[src/rtl/router_pkt_gen_if.sv]
// Byte-stream link between the packet generator and the router input port.
// The generator drives data/valid; the router answers with busy.
interface router_pkt_gen_if;
    logic [7:0] data_out;
    logic       pkt_valid;
    logic       busy;

    modport master (
        output data_out,
        output pkt_valid,
        input  busy
    );

    modport slave (
        input  data_out,
        input  pkt_valid,
        output busy
    );
endinterface

[src/rtl/router_pkt_gen.sv]
// Router traffic source: header, LFSR payload and parity byte per packet,
// holding each byte while the router reports busy.
module router_pkt_gen #(
    parameter int GAP_CYCLES = 2
) (
    input  logic             clock,
    input  logic             resetn,
    input  logic             start,
    input  logic [1:0]       dest_addr,
    input  logic [5:0]       payload_len,
    input  logic [7:0]       seed,
    input  logic             corrupt_parity,
    router_pkt_gen_if.master tx,
    output logic             tx_active,
    output logic             done,
    output logic             cmd_err,
    output logic [15:0]      pkt_count
);
    localparam logic [2:0] S_IDLE    = 3'd0;
    localparam logic [2:0] S_HEADER  = 3'd1;
    localparam logic [2:0] S_PAYLOAD = 3'd2;
    localparam logic [2:0] S_PARITY  = 3'd3;
    localparam logic [2:0] S_GAP     = 3'd4;

    localparam logic [3:0] GAP_LAST =
        4'((GAP_CYCLES > 0) ? GAP_CYCLES - 1 : 0);

    logic [2:0]  r_state;
    logic [7:0]  r_header;
    logic [7:0]  r_lfsr;
    logic [7:0]  r_parity;
    logic        r_corrupt;
    logic [5:0]  r_len;
    logic [5:0]  r_rem;
    logic [3:0]  r_gap;
    logic        r_done;
    logic        r_cmd_err;
    logic [15:0] r_pkt_count;

    logic        w_consume;
    logic        w_illegal;
    logic [7:0]  w_lfsr_next;
    logic [7:0]  w_data;
    logic        w_valid;

    assign w_consume   = !tx.busy;
    assign w_illegal   = (dest_addr == 2'd3) || (payload_len == 6'd0);
    assign w_lfsr_next = {r_lfsr[6:0],
                          r_lfsr[7] ^ r_lfsr[5] ^ r_lfsr[4] ^ r_lfsr[3]};

    always_ff @(posedge clock) begin
        if (!resetn) begin
            r_state     <= S_IDLE;
            r_header    <= 8'h00;
            r_lfsr      <= 8'h00;
            r_parity    <= 8'h00;
            r_corrupt   <= 1'b0;
            r_len       <= 6'd0;
            r_rem       <= 6'd0;
            r_gap       <= 4'd0;
            r_done      <= 1'b0;
            r_cmd_err   <= 1'b0;
            r_pkt_count <= 16'd0;
        end else begin
            r_done    <= 1'b0;
            r_cmd_err <= 1'b0;
            case (r_state)
                S_IDLE: begin
                    if (start) begin
                        if (w_illegal) begin
                            r_cmd_err <= 1'b1;
                        end else begin
                            r_header  <= {payload_len, dest_addr};
                            r_parity  <= {payload_len, dest_addr};
                            r_lfsr    <= (seed == 8'h00) ? 8'h01 : seed;
                            r_len     <= payload_len;
                            r_corrupt <= corrupt_parity;
                            r_state   <= S_HEADER;
                        end
                    end
                end
                S_HEADER: begin
                    if (w_consume) begin
                        r_rem   <= r_len;
                        r_state <= S_PAYLOAD;
                    end
                end
                S_PAYLOAD: begin
                    if (w_consume) begin
                        r_parity <= r_parity ^ r_lfsr;
                        r_lfsr   <= w_lfsr_next;
                        r_rem    <= r_rem - 6'd1;
                        if (r_rem == 6'd1)
                            r_state <= S_PARITY;
                    end
                end
                S_PARITY: begin
                    if (w_consume) begin
                        r_done      <= 1'b1;
                        r_pkt_count <= r_pkt_count + 16'd1;
                        r_gap       <= GAP_LAST;
                        r_state     <= (GAP_CYCLES == 0) ? S_IDLE : S_GAP;
                    end
                end
                S_GAP: begin
                    if (r_gap == 4'd0)
                        r_state <= S_IDLE;
                    else
                        r_gap <= r_gap - 4'd1;
                end
                default: r_state <= S_IDLE;
            endcase
        end
    end

    // Outputs decode straight from held registers, so a stall freezes them.
    always_comb begin
        w_data  = 8'h00;
        w_valid = 1'b0;
        case (r_state)
            S_HEADER: begin
                w_data  = r_header;
                w_valid = 1'b1;
            end
            S_PAYLOAD: begin
                w_data  = r_lfsr;
                w_valid = 1'b1;
            end
            S_PARITY: begin
                w_data  = r_parity ^ {7'd0, r_corrupt};
            end
            default: begin
                w_data  = 8'h00;
                w_valid = 1'b0;
            end
        endcase
    end

    assign tx.data_out  = w_data;
    assign tx.pkt_valid = w_valid;
    assign tx_active    = (r_state != S_IDLE);
    assign done         = r_done;
    assign cmd_err      = r_cmd_err;
    assign pkt_count    = r_pkt_count;
endmodule

[src/flat_wrapper.sv]
// flat-port wrapper written by rule: the top's interface ports become plain ports
module router_pkt_gen_flat 
#(
    parameter int GAP_CYCLES = 2
)
  (clock, resetn, start, dest_addr, payload_len, seed, corrupt_parity, tx_active, done, cmd_err, pkt_count, tx_data_out, tx_pkt_valid, tx_busy);
  router_pkt_gen_if tx_i ();
  input  logic clock;
  input  logic resetn;
  input  logic start;
  input  logic [1:0] dest_addr;
  input  logic [5:0] payload_len;
  input  logic [7:0] seed;
  input  logic corrupt_parity;
  output logic tx_active;
  output logic done;
  output logic cmd_err;
  output logic [15:0] pkt_count;
  output wire logic [$bits(tx_i.data_out)-1:0] tx_data_out;
  output wire logic [$bits(tx_i.pkt_valid)-1:0] tx_pkt_valid;
  input wire logic [$bits(tx_i.busy)-1:0] tx_busy;
  assign tx_data_out = tx_i.data_out;
  assign tx_pkt_valid = tx_i.pkt_valid;
  assign tx_i.busy = tx_busy;
  router_pkt_gen #(.GAP_CYCLES(GAP_CYCLES)) u_core (.clock(clock), .resetn(resetn), .start(start), .dest_addr(dest_addr), .payload_len(payload_len), .seed(seed), .corrupt_parity(corrupt_parity), .tx(tx_i), .tx_active(tx_active), .done(done), .cmd_err(cmd_err), .pkt_count(pkt_count));
endmodule
[config.mk]
export PLATFORM = sky130hd
export DESIGN_NAME = router_pkt_gen_flat
export DESIGN_NICKNAME = d
export VERILOG_FILES = /design/src/rtl/router_pkt_gen_if.sv /design/src/rtl/router_pkt_gen.sv /design/src/flat_wrapper.sv
export SDC_FILE = /design/constraint.sdc
export NUM_CORES = 1
export LEC_CHECK = 0
export BUFFER_PORTS_ARGS = -buffer_cell sky130_fd_sc_hd__buf_2
export CORE_ASPECT_RATIO = 0.9
export CORE_MARGIN = 5
export CORE_UTILIZATION = 50
export DETAILED_ROUTE_END_ITERATION = 10
export PLACE_DENSITY = 0.81
export SYNTH_ARGS = -nofsm -noshare
export SYNTH_HDL_FRONTEND = slang
export SYNTH_SLANG_ARGS = --single-unit
export TNS_END_PERCENT = 50
[constraint.sdc]
create_clock -name clock -period 1.7 [get_ports clock]
set_input_delay 0.425 -clock clock [delete_from_list [all_inputs] [get_ports clock]]
set_output_delay 0.425 -clock clock [all_outputs]
set_load 0.01 [all_outputs]
==> key figures <==
Route
  – Via-to-Cell Ratio: 5.717
  – Drt total wl: 8590 µm
  – Violation count after the first detailed-route iteration: 204
  – Final routed wire length divided by cell count: 16.09 µm
  – Pre-Repair DR Iteration Count: 4
  – Number of nets with antenna violations after detailed routing: 0
  – Via count: 3,053
  – Drt drc: 0

Yosys
  – Post-Synthesis Mean Instance Area: 7.950 µm²
  – Top FF cell, synth: sky130_fd_sc_hd__dfxtp_1
  – Number of synthesized register bits: 56
  – Leading post-synthesis cells by cell area: sky130_fd_sc_hd__dfxtp_1 37%, sky130_fd_sc_hd__nand2_1 6.7%, sky130_fd_sc_hd__nor2_1 6.1%
  – Post-synthesis cell area: 3013 µm²
  – Share of synthesized area occupied by flip-flops and latches: 37.21%
  – Total nets after synthesis: 404
  – Proportion of netlist area held by the largest area contributor: 37.21%
  – Share of async-settable or async-resettable flops after synthesis: 0%
  – Count of yosys warnings during synthesis: 0
  – Top cell type by total area after synthesis: sky130_fd_sc_hd__dfxtp_1
  – Number of distinct library cells after synthesis: 52
  – Post-synth EDFFs: 0
  – Cell count after synthesis: 379

Timing
  – RSZ-0062 raised after global routing: true
  – Post-Route Skew: 0.01240 ns
  – TNS Setup: -3.328 ns
  – Worst slew margin relative to its limit: 63.62%
  – Achievable clock frequency: 520.0 MHz
  – Post-layout worst setup margin: -0.2230 ns
  – Final Hold Vio Count: 0
  – Shortest clock period the worst path allows after layout: 1.923 ns
  – Final hold slack: 0.3579 ns
  – Final Setup Violations: 28
  – Number of pins with negative max-slew slack in the final report: 0
  – Worst-margin pin slew: 0.5407 ns
  – Fraction of the cycle the final worst path needs: 113.1%

Pwr
  – Leak pwr: 1.792 nW
  – Worst vdd ir: 754.1 µV
  – Power density of the placed cells: 1438 nW/µm²
  – Switching share of power: 40.12%
  – Power share of the clock group: 13.1%
  – Internal power summed over all cells: 0.003401 W
  – Net Switching: 0.002279 W
  – Sequential power share: 31.0%
  – Part of the total power dissipated in combinational logic: 55.9%

Worst setup path
  – Longest individual stage delay on the worst path: 0.43 ns
  – Crit start category: register
  – Crit path max-delay cell type: sky130_fd_sc_hd__dfxtp_4
  – Required arrival time at the worst endpoint: 1.27 ns
  – Largest fanout of any net on the critical path: 6
  – Worst setup path class: reg -> out
  – CP dominant cell by count: sky130_fd_sc_hd__nor2_1
  – Worst EP arrival: 1.50 ns
  – Critical path cell sequence: buf_12 > clkbuf_16 > nand2_1 > nor2_1 > a21oi_1 > nor2_1 > buf_2
  – Crit. End Element: output port

Placed design
  – Number of I/O port buffers: 48
  – Final weighted congestion in routability-driven placement: 0.8579
  – HPWL reported at the end of detailed placement: 5566 µm
  – Cell area after placement: 3561 µm²

Layout
  – Multi-input gate area: 1810 µm²
  – Commonest cells after routing, fill and taps aside: 54 x sky130_fd_sc_hd__nand2_1, 51 x sky130_fd_sc_hd__dfxtp_1, 49 x sky130_fd_sc_hd__buf_2
  – Area taken by flip-flops and latches: 1130 µm²
  – Diode count: 0
  – Synth-to-Final Area Change: 31.06%
  – Share of the core filled with cells in the final layout: 68.58%
  – Post-route cell area: 3949 µm²
  – Total Nets Final: 488
  – Fraction of final layout cells sized beyond drive strength 1: 31.03%
  – Number of inserted filler cells in the final layout: 441
  – Commonest non-fill, non-tap cell in the layout: sky130_fd_sc_hd__nand2_1

Clock tree
  – Clock-pin slew on the worst setup and hold paths: 0.10 ns
  – Clock Sinks: 56
  – Source-to-sink clock delay at the later pin of the worst-skew pair: 0.32 ns
  – Number of H-tree levels: 2
  – TritonCTS clock tree: done
  – Root buf cell: sky130_fd_sc_hd__clkbuf_8
  – CTS Buf Count: 5
  – Maximum clock insertion buffer count: 2

Die
  – Chip width: 91.83 µm
  – Initial core utilization: 52.33%
  – Total I/O pin count: 49
  – Number of placement rows: 26
  – Die height: 83.64 µm
  – Overall die area: 7680 µm²
  – Area of the core: 5758 µm²

Global routing
  – Largest net degree at the start of global routing: 33
  – Total overflow reported by the global router: 0
  – Initial antenna violation count: 0
  – Via count of the first global-routing pass: 2,793
  – Global-route wire length before repair: 13,170 µm
  – Total global routing track utilization: 20.56%

Min path
  – Min-delay worst type: in -> reg

Flow run
  – Max capacitance violation total: 0

Outcome
  – Run status: finished with violations
  – Failing checks: negative setup slack
## power groups by stage
| stage | logic (W) | clock network (W) | registers [W] |
|---|---|---|---|
| CTS | 0.00262 | 0.000751 | 0.00173 |
| global placement | 0.00231 | 0 | 0.00174 |
| detailed placement | 0.00239 | 0 | 0.00175 |
| finish | 0.00318 | 0.000743 | 0.00176 |
| global route | 0.00342 | 0.000815 | 0.00179 |
| floorplan | 0.00160 | 0 | 0.00172 |
## stage by stage
stage          std cells  total power, W  worst slack [ns]
3_5_place_dp         517        0.004137           -0.1033
6_report             534        0.005679           -0.2230
5_1_grt              534        0.006026           -0.3114
4_1_cts              528        0.005103           -0.1585
3_3_place_gp         517        0.004050          -0.07252
2_1_floorplan        379        0.003314           0.03753
## layout make-up
cell class / count / area share, %
Multi-Input combinational cell: 283 / 45.85
Inverter: 16 / 1.521
Clock buffer: 6 / 1.838
Tap cell: 70 / 2.218
Timing Repair Buffer: 101 / 19.55
Sequential cell: 56 / 28.61
Clock inverter: 2 / 0.4119
## final timing paths
check / from / endpoint / slack (ns) / cells past startpoint
setup / recovery: u_core.r_state[0] / tx_data_out[4] / -0.22 / 7
hold / removal: corrupt_parity / u_core.r_corrupt / 0.36 / 3
setup reg to reg: u_core.r_state[0] / u_core.r_lfsr[3] / -0.14 / 7
hold reg to reg: u_core.r_parity[4] / u_core.r_parity[4] / 0.48 / 2
## logic make-up (layout without fill, tap and decap cells)
group | Yosys count | after routing | synth area share [%]
xor gates and xnor gates | 19 | 19 | 5.523
buffers and inverters | 40 | 125 | 6.063
adders and majority gates | 4 | 4 | 1.661
and+or+nand+nor | 160 | 160 | 26.50
DFF | 56 | 56 | 37.21
muxes | 14 | 14 | 4.651
AOI/OAI and AO/OA | 86 | 86 | 18.40
## state kept, by name, indices dropped and copies added, names as in the netlist
name              count
u_core.cmd_err        1
u_core.r_header       3
u_core.r_gap          4
u_core.done           1
u_core.r_lfsr         8
u_core.r_rem          6
u_core.r_corrupt      1
u_core.r_state        3
u_core.r_parity       8
u_core.r_len          5
u_core.pkt_count     16
## cell usage after synthesis, drive strengths merged (2+ instances only)
library cell	instances
dfxtp	56
nor3	7
o31ai	8
inv	15
ha	4
nor3b	3
mux2i	14
nor2	49
xnor2	10
o211ai	8
xor2	9
nand3	12
nor4	5
and3	2
clkbuf	14
o21ai	22
o211a	7
a22oi	5
nand4	7
nand2b	6
nor2b	4
a21oi	27
buf	10
or3	3
nand2	54
## metal layers
metal	share of wire (%)	track usage, %
met2	49	34.51
met4	1.7	4.858
met1	44	27.42
met5	0	0
met3	4.8	3.607
## timing repair
action	CTS	global route
resized for setup	21	32
pin swaps	4	14
setup buffers	2	4
hold buffers	0	0
setup endpoints to repair	11	41
cloned	1	2
## worst max-delay path: cells and delay by family, from the launching register on
family	cells	cell delay (ns)
AOI/OAI and AO/OA	1	0.06
buffers and inverters	3	0.39
and+or+nand+nor	3	0.32
DFF	1	0.43
Note: power is estimated with default switching activity, not from simulation.
